**src/rtl/mw_pkg.sv**
```systemverilog
// Shared types for the MEM->WB elastic stage: writeback payload layout and skid-buffer states.
package mw_pkg;

    localparam int MW_DATA_W = 32;
    localparam int MW_REG_W  = 5;
    localparam int MW_RSRC_W = 2;

    typedef struct packed {
        logic [MW_DATA_W-1:0] alu_result;
        logic [MW_DATA_W-1:0] read_data;
        logic [MW_DATA_W-1:0] pc_plus4;
        logic [MW_REG_W-1:0]  rd;
        logic                 reg_write;
        logic [MW_RSRC_W-1:0] result_src;
    } mw_payload_t;

    localparam int MW_PAYLOAD_W = $bits(mw_payload_t);

    typedef enum logic [1:0] {
        EMPTY = 2'd0,
        ONE   = 2'd1,
        FULL  = 2'd2
    } mw_state_t;

endpackage

```
**src/rtl/mw_stage_elastic_skid_buffer.sv**
```systemverilog
// Generic 2-entry valid/ready skid buffer with synchronous flush; main entry drives the outputs.
//   state | meaning
//   EMPTY | nothing held, out_valid=0
//   ONE   | main valid, skid free
//   FULL  | main and skid valid, in_ready=0
module skid_buffer
    import mw_pkg::*;
#(
    parameter int WIDTH = 8
) (
    input  logic             clk,
    input  logic             rst_n,
    input  logic             flush,
    input  logic             in_valid,
    output logic             in_ready,
    input  logic [WIDTH-1:0] in_data,
    output logic             out_valid,
    input  logic             out_ready,
    output logic [WIDTH-1:0] out_data
);

    mw_state_t        state;
    logic [WIDTH-1:0] main_q;
    logic [WIDTH-1:0] skid_q;

    // Handshake flags are pure decodes of the state register, so in_ready never depends on out_ready.
    assign in_ready  = (state != FULL);
    assign out_valid = (state != EMPTY);
    assign out_data  = main_q;

    always_ff @(posedge clk) begin
        if (!rst_n) begin
            state  <= EMPTY;
            main_q <= '0;
            skid_q <= '0;
        end else if (flush) begin
            state <= EMPTY;
        end else begin
            case (state)
                EMPTY: begin
                    if (in_valid) begin
                        main_q <= in_data;
                        state  <= ONE;
                    end
                end
                ONE: begin
                    case ({in_valid, out_ready})
                        2'b11: main_q <= in_data;
                        2'b01: state  <= EMPTY;
                        2'b10: begin
                            skid_q <= in_data;
                            state  <= FULL;
                        end
                        default: ;
                    endcase
                end
                FULL: begin
                    if (out_ready) begin
                        main_q <= skid_q;
                        state  <= ONE;
                    end
                end
                default: state <= EMPTY;
            endcase
        end
    end

endmodule

```
**src/rtl/mw_stage_elastic.sv**
```systemverilog
// MEM->WB elastic pipeline stage: packs the writeback payload through a 2-entry skid buffer.
// Optional stall counter output enabled by defining MW_STALL_CNT_EN.
module mw_stage_elastic
    import mw_pkg::*;
#(
    parameter int DATA_WIDTH       = 32,
    parameter int REG_ADDR_WIDTH   = 5,
    parameter int RESULT_SRC_WIDTH = 2
) (
    input  logic                        clk,
    input  logic                        rst_n,
    input  logic                        flush,
    input  logic                        in_valid,
    output logic                        in_ready,
    input  logic [DATA_WIDTH-1:0]       alu_result_m,
    input  logic [DATA_WIDTH-1:0]       read_data_m,
    input  logic [DATA_WIDTH-1:0]       pc_plus4_m,
    input  logic [REG_ADDR_WIDTH-1:0]   rd_m,
    input  logic                        reg_write_m,
    input  logic [RESULT_SRC_WIDTH-1:0] result_src_m,
    output logic                        out_valid,
    input  logic                        out_ready,
    output logic [DATA_WIDTH-1:0]       alu_result_w,
    output logic [DATA_WIDTH-1:0]       read_data_w,
    output logic [DATA_WIDTH-1:0]       pc_plus4_w,
    output logic [REG_ADDR_WIDTH-1:0]   rd_w,
    output logic                        reg_write_w,
`ifdef MW_STALL_CNT_EN
    output logic [31:0]                 stall_cnt,
`endif
    output logic [RESULT_SRC_WIDTH-1:0] result_src_w
);

    localparam int PW = 3*DATA_WIDTH + REG_ADDR_WIDTH + 1 + RESULT_SRC_WIDTH;

    // Field order matches mw_payload_t, so at default parameters the vector is bit-identical to it.
    logic [PW-1:0] in_pl;
    logic [PW-1:0] out_pl;
    logic          reg_write_q;

    assign in_pl = {alu_result_m, read_data_m, pc_plus4_m, rd_m, reg_write_m, result_src_m};
    assign {alu_result_w, read_data_w, pc_plus4_w, rd_w, reg_write_q, result_src_w} = out_pl;

    assign reg_write_w = reg_write_q & out_valid;

    skid_buffer #(.WIDTH(PW)) u_skid (
        .clk       (clk),
        .rst_n     (rst_n),
        .flush     (flush),
        .in_valid  (in_valid),
        .in_ready  (in_ready),
        .in_data   (in_pl),
        .out_valid (out_valid),
        .out_ready (out_ready),
        .out_data  (out_pl)
    );

`ifdef MW_STALL_CNT_EN
    always_ff @(posedge clk) begin
        if (!rst_n) begin
            stall_cnt <= '0;
        end else if (out_valid && !out_ready) begin
            stall_cnt <= stall_cnt + 32'd1;
        end
    end
`endif

endmodule

```
**config.mk**
```make
export PLATFORM = sky130hd
export DESIGN_NAME = mw_stage_elastic
export DESIGN_NICKNAME = d
export VERILOG_FILES = /design/src/rtl/mw_pkg.sv /design/src/rtl/mw_stage_elastic_skid_buffer.sv /design/src/rtl/mw_stage_elastic.sv
export SDC_FILE = /design/constraint.sdc
export NUM_CORES = 1
export LEC_CHECK = 0
export CORE_MARGIN = 2
export CORE_UTILIZATION = 55
export CTS_CLUSTER_DIAMETER = 150
export DETAILED_ROUTE_END_ITERATION = 12
export GPL_TIMING_DRIVEN = 0
export PLACE_DENSITY = 0.88
export SLEW_MARGIN = 40
export SYNTH_ARGS = -nofsm -noshare
export SYNTH_HDL_FRONTEND = slang
export SYNTH_SLANG_ARGS = --single-unit
```
**constraint.sdc**
```tcl
create_clock -name clk -period 3.3 [get_ports clk]
set_input_delay 0.66 -clock clk [delete_from_list [all_inputs] [get_ports clk]]
set_output_delay 0.66 -clock clk [all_outputs]
set_load 0.01 [all_outputs]
```
# Word level (Yosys, flattened, before mapping)
# Cells that the tools add are included.
# op_classes
eq_ne	10
mul	0
shift	0
n_addsub	0
mux	8
n_bitwise	3
order_cmp	0
n_reduce_logical	7
n_div	0
# op_table
cell	count
$mux 104	3
$pmux 104 s3	1
$ne 2x2->1 const B	4
$eq 2x2->1 const B	3
$pmux 2 s3	1
$reduce_and 3->1	2
$reduce_and 5->1	1
$eq 2x1->1 const B	2
$mux 2	2
$pmux 2 s2	1
$ne 3x2->1 const B	1
$reduce_bool 3->1	1
$logic_not 2->1	1
$not 1->1	2
$reduce_bool 2->1	1
$reduce_or 2->1	1
$and 1x1->1	1
# word_totals
regBits	210
n_memories	0
ramBits	0
latchBits	0
mem_bits_ro	0
word_cells	31

# Depth between registers and ports, before layout
# depth
depth_word	3
depth_mapped	7
ltp_nobuf	4

# By module
# A second synthesis with hierarchy kept.
# hier_totals
cells_unflattened	958
area_unflattened_um2	8740.9
# modules_own_cells
mod	seq_area_each_um2	n_inst	cells_each	area_per_inst_um2
skid_buffer	4204.0	1	957	8734.6
mw_stage_elastic	0.0	1	1	6.3

# Least setup slack after synthesis
# Ideal clock, no wire load.
# synth_timing
path_type	input to register
startpoint	input out_ready
endpoint	register u_skid.skid_q[10]
cell_stages	7
slack_ps	1419
setup_time_ps	132
arrival_ps	1748
path_cell_list	nand2b_1 or3_1 clkbuf_1 buf_2 buf_2 nand2_1 a21oi_1
# synth_via
elab_chain_len	2
# synth_lines
element	line	source
from (decl)	mw_stage_elastic.sv:22	input logic out_ready,
$eq 2x2->1	mw_stage_elastic_skid_buffer.sv:47	case ({in_valid, out_ready})
$reduce_and 3->1 (no line)	-	
to (signal assigned)	mw_stage_elastic_skid_buffer.sv:51	skid_q <= in_data;
to (decl)	mw_stage_elastic_skid_buffer.sv:24	logic [WIDTH-1:0] skid_q;
# Every way passes these cells.
# A chain may end at the register's enable or synchronous reset.

# Worst setup path after layout
# layout_timing
startpoint	register u_skid.state[0]
endpoint	output in_ready
# layout_via
elab_chain_len	1
# layout_lines
element	line	source
from (decl)	mw_stage_elastic_skid_buffer.sv:22	mw_state_t state;
from (signal assigned)	mw_stage_elastic_skid_buffer.sv:33	state <= EMPTY;
from (signal assigned)	mw_stage_elastic_skid_buffer.sv:37	state <= EMPTY;
from (signal assigned)	mw_stage_elastic_skid_buffer.sv:43	state <= ONE;
$ne 2x2->1	mw_stage_elastic_skid_buffer.sv:27	assign in_ready = (state != FULL);
to (decl)	mw_stage_elastic.sv:14	output logic in_ready,
# Every way passes these cells.

==> run summary <==
Hold Crit Start - u_skid.skid_q[65]
Inserted Diodes - 0
Aggregate global-route resource usage - 27.4%
CP Capture Type - output pin
Via count - 8675
Post-Synth XOR/XNOR Area - 0%
Clk pin slew, worst setup/hold paths - 0.06 ns
Row cnt - 48
CTS Buf Count - 22
Post-Synth Adder-Cell Area - 0%
Post-synth EDFFs - 0
Chip height - 136 µm
Crit path depth - 5
Tmin final - 2.95 ns
Setup_tns - 0 ns
Syn Inst Count - 1061
Layout net count - 1406
CP required - 2.64 ns
Area after DPL - 11900 µm²
Arrival time at the worst endpoint - 2.29 ns
Share of cells above drive strength 1 - 14.1%
Ys Warns - 0
Clock root buffer master - clkbuf_16
Worst Hold End - u_skid.skid_q[65]
Clk_lat worst skew - 0.50 ns
Synthesized flop and latch total - 210
Reg2reg end - u_skid.out_data[95]
TritonCTS clock tree - built
CP most frequent cell - buf_4
Routability congestion estimate - 0.832
DRT antenna net count - 0
Final setup viols - 0
Worst Path Buf+Inv - 4
Initial antenna violation count - 0
Distinct cells, synth - 25
H-tree depth - 1
Design Area, Final - 12600 µm²
Slew Limit Headroom - 47.7%
Critical path start-end classification - flip-flop to output pin
Tcrit/Tclk final - 89.5%
Share of the synthesized area in the top cell type - 44.2%
Area Growth Syn to Fin - 32.7%
Largest net degree at the start of global routing - 14
Largest family of logic cells by synthesized area - simple AND/OR/NAND/NOR gates
R2R setup slack - 1.34 ns
Syn_area_per_cell - 8.97 µm²
Static Leak - 5.31 nW
Port Buffers - 212
DR vias/cell - 5.65
Compound-Gate Fraction of Synth Area - 15.5%
Vias in the first global route - 8259
Seq/Total Area, Yosys - 44.2%
IO Count - 215
Actual slew at the worst max-slew pin - 0.784 ns
Sink Count - 210
Crit-path slowest cell - clkdlybuf4s50_1
Hold Path Class - flip-flop to flip-flop
Worst r2r src - u_skid.state[0]
Wire per inst - 17.0 µm
Worst Reg-to-Reg Cells - 6
Critical-path cell list - nand2b_1 -> buf_2 -> buf_4 -> buf_4 -> clkdlybuf4s50_1
Drt drc - 0
Syn_nets - 1170
MaxCap Viol Count - 0
Synth top area cells - dfxtp_1 44%, mux2i_1 11%, a31o_1 9.6%
Clk_skew - 0.0114 ns
CTS Buffer Depth - 3
Final hold viol count - 0
Final WL - 26100 µm
Post-synthesis mux area share - 10.9%
Status - finished, final reports clean
Main synth FF type - dfxtp_1
Die area - 18400 µm²
Asr flop ratio synth - 0%
Most instantiated cells after synthesis - 210 x dfxtp_1, 210 x nand2_1, 108 x buf_4, 105 x a21oi_1
Horiz. Die Dim - 136 µm
Number of DRC markers in iteration 0 - 555
Top cell type by total area after synthesis - dfxtp_1
Slew Limit Fails - 0
Netlist Area Pre-Place - 9520 µm²
Total gr overflow - 0
Pwr dens - 464 nW/µm²
Highest net fanout along the worst path - 10
Hold path depth - 2
CTS resizes - 0
Pre-Repair DR Iteration Count - 5
Fmax - 339 MHz
Initial Utilization - 55.6%
RSZ-0062 raised after global routing - no
Post-CTS setup buffer count - 0
Post-DP HPWL - 18200 µm
CP Launch Type - flip-flop
CORE AREA - 17100 µm²
First-pass GRT wire length - 40600 µm
Top delay family on crit path - buffers and inverters
# hold bufs at CTS - 0
Max incr delay on CP - 0.57 ns
Simple-gate share of the synthesized area - 15.9%
Max IR drop VDD - 0.327 mV
-- sequential cells by signal, indices dropped and copies added, names as in the netlist --
signal	cells
u_skid.out_data	104
u_skid.skid_q	104
u_skid.state	2
-- routing by layer --
| metal | up-vias | wire (µm) | track usage [%] |
|---|---|---|---|
| li1 | 4151 | - | - |
| met1 | 4099 | 10600 | 33.9 |
| met2 | 366 | 12900 | 47.7 |
| met3 | 59 | 1830 | 5.27 |
| met4 | 0 | 799 | 9.26 |
| met5 | - | 0 | 0 |
-- logic make-up after synthesis --
logic type / after synthesis
simple gates: 325
compound gates: 213
flops: 210
buf+inv: 209
mux: 104
-- worst max-delay path by stage --
stage	start	end	slack, ns
after CTS	u_skid.state[0]	in_ready	0.35
after detailed placement	out_ready	u_skid.out_data[95]	0.51
after global routing	u_skid.state[0]	in_ready	0.22
after floorplan	out_ready	u_skid.skid_q[10]	1.42
final	u_skid.state[0]	in_ready	0.35
after global placement	out_ready	u_skid.out_data[102]	0.55
-- where the power goes --
part / switching [mW] / total (mW) / internal [mW]
Clock: 0.978 / 2.44 / 1.46
Combinational: 0.350 / 0.762 / 0.413
Sequential: 0.0439 / 2.66 / 2.61
Total: 1.37 / 5.86 / 4.49
-- per-stage QoR --
step,power (mW),worst slack [ns],util [%],cells,hold WS [ns]
finish,5.86,0.346,73.8,1536,0.454
global route,6.04,0.217,73.8,1536,0.466
CTS,5.86,0.352,73.8,1536,0.454
detailed placement,3.46,0.514,69.6,1498,0.446
global placement,3.45,0.547,69.6,1498,0.440
floorplan,3.09,1.42,-,1061,0.436
-- layout by cell type (no fill, tap or decap), types with 2 or more instances in the layout --
master and instances:
clkinv_2 2, buf_4 108, nand2b_1 3, clkbuf_8 5, nand2_1 210, clkdlybuf4s50_1 212
buf_2 34, a21oi_1 105, nor4_1 104, buf_6 7, clkbuf_1 65, a31o_1 104
clkbuf_16 23, dfxtp_1 210, mux2i_1 104
-- worst min-delay path, stage by stage (launching register included) --
cell and delay (ns):
dfxtp_1 0.31, nand2_1 0.05, a21oi_1 0.05
-- final cells by class --
type                       instances  area [µm²]
timing repair buffer             212        2120
sequential                       210        4200
clock inverter                     3        40.0
fill                            1273        4490
buffer                           208        1280
clock buffer                      35         671
inverter                           1        3.75
multi-input combinational        642        4030
tap                              225         282
Note: power is estimated with default switching activity, not from simulation.
